File: src/rtl/div_pkg.sv
// Shared constants for the sequential divider: FSM encoding and counter sizing.
package div_pkg;

  localparam logic [1:0] ST_IDLE = 2'd0;
  localparam logic [1:0] ST_RUN  = 2'd1;
  localparam logic [1:0] ST_DONE = 2'd2;

  // Bits needed to count 0..value-1; only meaningful for value >= 2.
  function automatic int unsigned clog2(input int unsigned value);
    int unsigned r;
    r = 0;
    for (int i = 0; i < 32; i++) begin
      if ((32'd1 << i) < value) r = i + 1;
    end
    return r;
  endfunction

endpackage

File: src/rtl/addsub_unit.sv
// Ripple-carry adder/subtractor: m=0 gives a+b, m=1 gives a-b (b inverted, carry-in 1).
module addsub_unit #(
  parameter int unsigned WIDTH = 5
) (
  input  logic [WIDTH-1:0] a,
  input  logic [WIDTH-1:0] b,
  input  logic             m,
  output logic [WIDTH-1:0] sum
);

  logic [WIDTH-1:0] b_eff;
  logic             carry;

  assign b_eff = b ^ {WIDTH{m}};

  always_comb begin
    sum   = '0;
    carry = m;
    for (int i = 0; i < WIDTH; i++) begin
      sum[i] = a[i] ^ b_eff[i] ^ carry;
      carry  = (a[i] & b_eff[i]) | (carry & (a[i] ^ b_eff[i]));
    end
  end

endmodule

File: src/rtl/seq_divider.sv
// Multi-cycle unsigned restoring divider, one trial subtraction per clock,
// with a start/busy/done handshake and divide-by-zero flag.
module seq_divider
  import div_pkg::*;
#(
  parameter int unsigned WIDTH = 4
) (
  input  logic             clk,
  input  logic             rst,
  input  logic             start,
  input  logic [WIDTH-1:0] dividend,
  input  logic [WIDTH-1:0] divisor,
  output logic             busy,
  output logic             done,
  output logic [WIDTH-1:0] quotient,
  output logic [WIDTH-1:0] remainder,
  output logic             div_zero
);

  localparam int unsigned CntW = clog2(WIDTH);

  logic [1:0]       state_q, state_d;
  logic [CntW-1:0]  cnt_q, cnt_d;
  logic [WIDTH:0]   rem_q, rem_d;
  logic [WIDTH-1:0] quo_q, quo_d;
  logic [WIDTH-1:0] dvs_q, dvs_d;
  logic [WIDTH-1:0] quotient_q, quotient_d;
  logic [WIDTH-1:0] remainder_q, remainder_d;
  logic             div_zero_q, div_zero_d;

  logic [WIDTH:0]   rem_shift;
  logic [WIDTH:0]   trial;
  logic [WIDTH:0]   rem_next;
  logic [WIDTH-1:0] quo_next;
  logic             trial_ok;

  // Shift the next dividend bit into the partial remainder.
  assign rem_shift = (rem_q << 1) | {{WIDTH{1'b0}}, quo_q[WIDTH-1]};

  addsub_unit #(
    .WIDTH (WIDTH + 1)
  ) u_trial_sub (
    .a   (rem_shift),
    .b   ({1'b0, dvs_q}),
    .m   (1'b1),
    .sum (trial)
  );

  assign trial_ok = ~trial[WIDTH];
  assign rem_next = trial_ok ? trial : rem_shift;
  assign quo_next = {quo_q[WIDTH-2:0], trial_ok};

  always_comb begin
    state_d     = state_q;
    cnt_d       = cnt_q;
    rem_d       = rem_q;
    quo_d       = quo_q;
    dvs_d       = dvs_q;
    quotient_d  = quotient_q;
    remainder_d = remainder_q;
    div_zero_d  = div_zero_q;

    case (state_q)
      ST_RUN: begin
        rem_d = rem_next;
        quo_d = quo_next;
        cnt_d = cnt_q + CntW'(1);
        if (cnt_q == CntW'(WIDTH - 1)) begin
          state_d     = ST_DONE;
          quotient_d  = quo_next;
          remainder_d = rem_next[WIDTH-1:0];
        end
      end
      default: begin
        // IDLE and DONE both accept a new request.
        state_d = ST_IDLE;
        if (start) begin
          dvs_d      = divisor;
          quo_d      = dividend;
          rem_d      = '0;
          cnt_d      = '0;
          div_zero_d = (divisor == '0);
          if (divisor == '0) begin
            state_d     = ST_DONE;
            quotient_d  = '1;
            remainder_d = dividend;
          end else begin
            state_d = ST_RUN;
          end
        end
      end
    endcase
  end

  always_ff @(posedge clk) begin
    if (rst) begin
      state_q     <= ST_IDLE;
      cnt_q       <= '0;
      rem_q       <= '0;
      quo_q       <= '0;
      dvs_q       <= '0;
      quotient_q  <= '0;
      remainder_q <= '0;
      div_zero_q  <= 1'b0;
    end else begin
      state_q     <= state_d;
      cnt_q       <= cnt_d;
      rem_q       <= rem_d;
      quo_q       <= quo_d;
      dvs_q       <= dvs_d;
      quotient_q  <= quotient_d;
      remainder_q <= remainder_d;
      div_zero_q  <= div_zero_d;
    end
  end

  assign busy      = (state_q == ST_RUN);
  assign done      = (state_q == ST_DONE);
  assign quotient  = quotient_q;
  assign remainder = remainder_q;
  assign div_zero  = div_zero_q;

endmodule
File: config.mk
export PLATFORM = sky130hd
export DESIGN_NAME = seq_divider
export DESIGN_NICKNAME = d
export VERILOG_FILES = /design/src/rtl/div_pkg.sv /design/src/rtl/addsub_unit.sv /design/src/rtl/seq_divider.sv
export SDC_FILE = /design/constraint.sdc
export NUM_CORES = 1
export LEC_CHECK = 0
export ABC_AREA = 1
export BUFFER_PORTS_ARGS = -buffer_cell sky130_fd_sc_hd__buf_2
export CAP_MARGIN = 20
export CORE_MARGIN = 8
export CORE_UTILIZATION = 28
export DETAILED_ROUTE_END_ITERATION = 16
export SYNTH_ARGS = -nofsm -noshare
export SYNTH_HDL_FRONTEND = slang
export SYNTH_SLANG_ARGS = --single-unit
File: constraint.sdc
create_clock -name clk -period 2.71 [get_ports clk]
set_input_delay 0.1355 -clock clk [delete_from_list [all_inputs] [get_ports clk]]
set_output_delay 0.1355 -clock clk [all_outputs]
set_load 0.005 [all_outputs]
# Word level (Yosys, flattened, before mapping)
# Index checks and enable logic that the tools add are counted.
[totals] register_bits=25 in_bits=11 out_inout_bits=11 wordCells=62
[classes] n_addsub=1 eq_ne=4 n_mux=19 bitwise=25 reduce_logical=5
[ops] cell="two-way mux 4 bit" count=13
[ops] cell="two-way mux 2 bit" count=6
[ops] cell="bitwise XOR 1 bit" count=9
[ops] cell="AND 1 bit" count=7
[ops] cell="NOT 4 -> 5 bit" count=1
[ops] cell="OR 5 x 1 -> 5 bit" count=1
[ops] cell="== test 2 bit, second input constant" count=2
[ops] cell="logical NOT 4 bit" count=1
[ops] cell="OR 1 bit" count=4
[ops] cell="nonzero test 2 bit" count=2
[ops] cell="NOT 1 bit" count=3
[ops] cell="AND reduction 3 bit" count=1
[ops] cell="adder 2 x 1 -> 2 bit, second input constant" count=1
[ops] cell="== test 2 x 1 -> 1 bit, second input constant" count=1
[ops] cell="!= test 2 x 1 -> 1 bit, second input constant" count=1
[ops] cell="AND reduction 2 bit" count=1

# Logic depth before layout (Yosys ltp)
[logic_depth] ltp_word=13 depth_mapped=13 ltp_nobuf=13

# Hierarchy
# From an unflattened synthesis, not the netlist that was laid out.
[unflattened] hier_cells=202 area_unflattened_um2=1371.3
[by_module_without_submodules] module="seq_divider" n_inst=1 cells_each=173 area_each_um2=1169.9
[by_module_without_submodules] module="addsub_unit" n_inst=1 cells_each=29 area_each_um2=201.4

# Least setup slack after synthesis
# No wires, ideal clock.
[synth_path] path_type="reg2reg" startpoint="reg quo_q[3]" endpoint="reg remainder_q[2] (netlist: remainder[2])" t_arrival_ps=1918 path_slack_ps=680 stages_incl_launch_ff=13 n_path_buf=0 synth_period_minus_slack_ps=2030 cell_sequence="dfxtp_1 > inv_1 > ha_1 > fa_1 > inv_1 > fa_1 > fa_1 > nand2_1 > nand2_1 > nand3_1 > nand2_1 > nor2_1 > nor2_2"
[synth_between] elab_chain_cells=13 elab_cells_between_ends=15 classes_between="3 x mux; 12 x bitwise"
[synth_lines] element="from (decl)" line_no="seq_divider.sv:25" rtl="logic [WIDTH-1:0] quo_q, quo_d;"
[synth_lines] element="from (signal assigned)" line_no="seq_divider.sv:109" rtl="quo_q <= quo_d;"
[synth_lines] element="OR 5 x 1 -> 5 bit (*)" line_no="seq_divider.sv:38" rtl="assign rem_shift = (rem_q << 1) | {{WIDTH{1'b0}}, quo_q[WIDTH-1]};"
[synth_lines] element="AND 1 bit or bitwise XOR 1 bit (tied branches)" line_no="addsub_unit.sv:21" rtl="carry = (a[i] & b_eff[i]) | (carry & (a[i] ^ b_eff[i]));"
[synth_lines] element="OR 1 bit (*)" line_no="addsub_unit.sv:21"
[synth_lines] element="AND 1 bit (*)" line_no="addsub_unit.sv:21"
[synth_lines] element="OR 1 bit (*)" line_no="addsub_unit.sv:21"
[synth_lines] element="AND 1 bit" line_no="addsub_unit.sv:21"
[synth_lines] element="OR 1 bit" line_no="addsub_unit.sv:21"
[synth_lines] element="AND 1 bit" line_no="addsub_unit.sv:21"
[synth_lines] element="OR 1 bit" line_no="addsub_unit.sv:21"
[synth_lines] element="bitwise XOR 1 bit" line_no="addsub_unit.sv:20" rtl="sum[i] = a[i] ^ b_eff[i] ^ carry;"
[synth_lines] element="two-way mux 4 bit (*)" line_no="seq_divider.sv:50" rtl="assign rem_next = trial_ok ? trial : rem_shift;"
[synth_lines] element="two-way mux 4 bit (*)" line_no="seq_divider.sv:68" rtl="if (cnt_q == CntW'(WIDTH - 1)) begin"
[synth_lines] element="two-way mux 4 bit (*)" line_no="seq_divider.sv:63" rtl="case (state_q)"
[synth_lines] element="to (signal assigned)" line_no="seq_divider.sv:112" rtl="remainder_q <= remainder_d;"
[synth_lines] element="to (decl)" line_no="seq_divider.sv:28" rtl="logic [WIDTH-1:0] remainder_q, remainder_d;"
# Mark *: on every way between the ends. The rest lies on a longest branch, timed or not. The select of a mux whose other input is x is not followed.
# A chain may end at the register's enable or synchronous reset.

# Worst setup path in the final report
[layout_path] startpoint="reg quo_q[3]" endpoint="reg remainder_q[3] (netlist: remainder[3])"
[layout_between] elab_chain_cells=13 elab_cells_between_ends=15 classes_between="3 x mux; 12 x bitwise"
[layout_lines] element="OR 5 x 1 -> 5 bit (*)" line_no="seq_divider.sv:38"
[layout_lines] element="AND 1 bit or bitwise XOR 1 bit (tied branches)" line_no="addsub_unit.sv:21"
[layout_lines] element="OR 1 bit (*)" line_no="addsub_unit.sv:21"
[layout_lines] element="AND 1 bit (*)" line_no="addsub_unit.sv:21"
[layout_lines] element="OR 1 bit (*)" line_no="addsub_unit.sv:21"
[layout_lines] element="AND 1 bit (*)" line_no="addsub_unit.sv:21"
[layout_lines] element="OR 1 bit (*)" line_no="addsub_unit.sv:21"
[layout_lines] element="AND 1 bit" line_no="addsub_unit.sv:21"
[layout_lines] element="OR 1 bit" line_no="addsub_unit.sv:21"
[layout_lines] element="bitwise XOR 1 bit" line_no="addsub_unit.sv:20"
[layout_lines] element="two-way mux 4 bit (*)" line_no="seq_divider.sv:50"
[layout_lines] element="two-way mux 4 bit (*)" line_no="seq_divider.sv:68"
[layout_lines] element="two-way mux 4 bit (*)" line_no="seq_divider.sv:63"
# Marks and branches as above.

==> impl_results.md <==
* Vias per cell at 4.37
* Critical path fanouts, max at 5
* Clock tree buffer depth at 2
* Max Freq at 442 MHz
* # DRC at 0
* CP arrival at 2.47 ns
* RSZ-0062 raised after global routing: false
* First-pass GRT wire length at 5.28 mm
* Clk slew on worst S/H paths at 0.09 ns
* Inserted Clock Buffers at 3
* CTS tree: yes
* Initial Util at 0.283
* Synth async-reset ratio at 0
* Crit path kind: flop to flop
* Fin. max-slew vios at 0
* R2R depth at 13
* WL per Instance at 11.4 um
* Sw frac at 0.307
* WHS Path Cells at 3
* Pre-antenna DRT Iters at 4
* Setup violators final at 0
* Buffers on Ports at 21
* Synthesis-to-layout area growth at 15.2%
* Rows at 25
* Worst VDD drop at 0.000298 V
* R2R Path End: remainder[3]
* Via count at 1163
* Max-cap viol count at 0
* Register-to-Register Setup Slack at 0.45 ns
* HPWL Detailed at 2.28 mm
* Worst hold path type: input port to flop
* Hold violation count in the final report at 0
* Most used routing layer: met2
* Die Area at 7090 um2
* CTS Sinks at 25
* Hold Path End: dvs_q[0]
* GPL Wtd Cong at 0.816
* Least-Margin Pin Slew at 0.442 ns
* Core Region at 4600 um2
* Synth warn at 0
* Number of synthesized flops with an enable pin at 0
* Required time worst endpoint at 2.92 ns
* Initial drt markers at 70
* Total placed instance area at 1460 um2
* Syn_nets at 206
* Number of global-route vias before repair at 1152
* Worst Skew at 0.00526 ns
* Pwr/cell area at 536 nW/um2
* Fin crit share at 0.835
* Pint at 0.557 mW
* Met2 Usage GRT at 0.148
* Sequential-to-total area share from yosys stat at 0.384
* Synth Cell Area at 1300 um2
* Syn_area_per_cell at 6.86 um2
* Post-CTS Setup Inserts at 0
* Synthesized flop and latch total at 25
* Commonest cells post-synth: nand2_1, inv_1, dfxtp_1
* Clock H-tree levels at 1
* Main area contributors after synthesis: dfxtp_1, nand2_1, inv_1, nand3_1, nor2_1
* Width of the die at 84.2 um
* Pin count of the biggest net entering global routing at 19
* Comb pwr share at 0.216
* Clk network pwr share at 0.277
* Sum Neg Setup Slack at 0 ns
* Grt ovf at 0
* ANT nets after route at 0
* Mapped Cells at 190
* Post-CTS sizing at 0
* Final wirelength at 3.03 mm
* GR Layer Usage met3 at 0.0329
* Worst-skew pair later-pin latency at 0.27 ns
* Height of the chip at 84.2 um
* Cts hold-fix bufs at 0
* Fin area at 1500 um2
* Main synth FF type: dfxtp_1
* Cell taking the most area after synthesis: dfxtp_1
* Overall Global Routing Usage at 0.0893
* Top-Level Pins at 22
* Fraction of layout cells with a size suffix above 1 at 0.170
* Initial antenna violation count at 0
* Nets at 229
* Worst hold start: divisor[0]
* ANT cells at 0
* Switching power at 0.247 mW
* Critical path capture point type: flop
* CP Launch Type: flop
* Reg power frac at 0.508
* Slew headroom at 0.705
* Worst reg2reg path startpoint: quo_q[3]
* Post-synth top area share at 0.384
* Count of cell types in the netlist at 20
* Status: finished, final reports clean
* Root buf cell: clkbuf_8
* Leakage at 0.831 nW
* GR Layer Usage met1 at 0.110
* Top-count cell post-synth: nand2_1
* Fillcell total at 505
* Tmin final at 2.26 ns
## worst max-delay path, stage by stage, from the launching register on
cell	delay, ns
dfxtp_1	0.34
inv_1	0.06
ha_1	0.15
fa_1	0.16
inv_1	0.05
fa_1	0.37
fa_1	0.41
inv_1	0.09
nand2_1	0.05
nand2_1	0.16
nand3_1	0.10
nand2_1	0.11
nor2_1	0.06
nor2_1	0.09
## cell families (layout without fill, tap and decap cells)
kind of cell               count (synthesis)  after routing  share of synthesized area
AOI/OAI and AO/OA                         21             21                     0.0941
and+or+nand+nor                           97             97                      0.329
buffers and inverters                     42             64                      0.128
DFF                                       25             25                      0.384
adders and majority gates                  5              5                     0.0653
## state kept, by name (all words and copies together), names as in the netlist
| name | flops |
|---|---|
| rem_q | 4 |
| quo_q | 4 |
| cnt_q | 2 |
| dvs_q | 4 |
| div_zero | 1 |
| quotient | 4 |
| state_q | 2 |
| remainder | 4 |
## per-stage QoR
stage / utilization / instances / setup WS (ns) / hold WS, ns / total power, mW
after floorplan: - / 190 / 0.680 / 0.270 / 0.544
after global placement: 0.316 / 262 / 0.556 / 0.379 / 0.588
after detailed placement: 0.316 / 262 / 0.489 / 0.391 / 0.591
after CTS: 0.326 / 266 / 0.465 / 0.108 / 0.818
after global routing: 0.326 / 266 / 0.272 / 0.137 / 0.866
final: 0.326 / 266 / 0.447 / 0.111 / 0.804
## power by group through the flow
stage | Combinational [mW] | Sequential (mW) | Clock (mW)
detailed placement | 0.174 | 0.417 | 0
global placement | 0.171 | 0.417 | 0
global route | 0.202 | 0.412 | 0.252
floorplan | 0.129 | 0.414 | 0
CTS | 0.175 | 0.408 | 0.235
finish | 0.173 | 0.408 | 0.222
## cells in the final DEF (no fill, tap or decap)
cell type,n
nand3_1,18
inv_1,36
nand2_1,49
o21bai_1,4
fa_1,3
a21oi_1,9
nand3_2,1
nand2_2,3
o21ai_0,5
nor2_4,1
dfxtp_1,25
o31ai_1,3
buf_2,21
nor2_2,2
inv_2,3
clkbuf_8,3
nand2_4,2
clkbuf_1,1
nor2_1,21
ha_1,2
## layout make-up
class | count | area, um2 | share of cell area
Clock buffer | 4 | 45.0 | 0.0300
Inverter | 39 | 146 | 0.0976
Multi-Input combinational cell | 123 | 636 | 0.424
Sequential cell | 25 | 500 | 0.334
Tap cell | 54 | 67.6 | 0.0450
Timing Repair Buffer | 21 | 105 | 0.0701
## how the worst max path moves through the flow
stage	start	end	depth (start not counted)
after floorplan	quo_q[3]	remainder[2]	12
after global placement	quo_q[3]	remainder[1]	13
after detailed placement	quo_q[3]	remainder[3]	13
after CTS	quo_q[3]	remainder[3]	13
after global routing	quo_q[3]	remainder[3]	13
final	quo_q[3]	remainder[3]	13
## per-layer routing
metal	up-vias	part of all wire
li1	623	-
met4	0	0
met1	516	0.50
met5	-	0
met2	24	0.45
met3	0	0.052
Note: power is estimated with default switching activity, not from simulation.
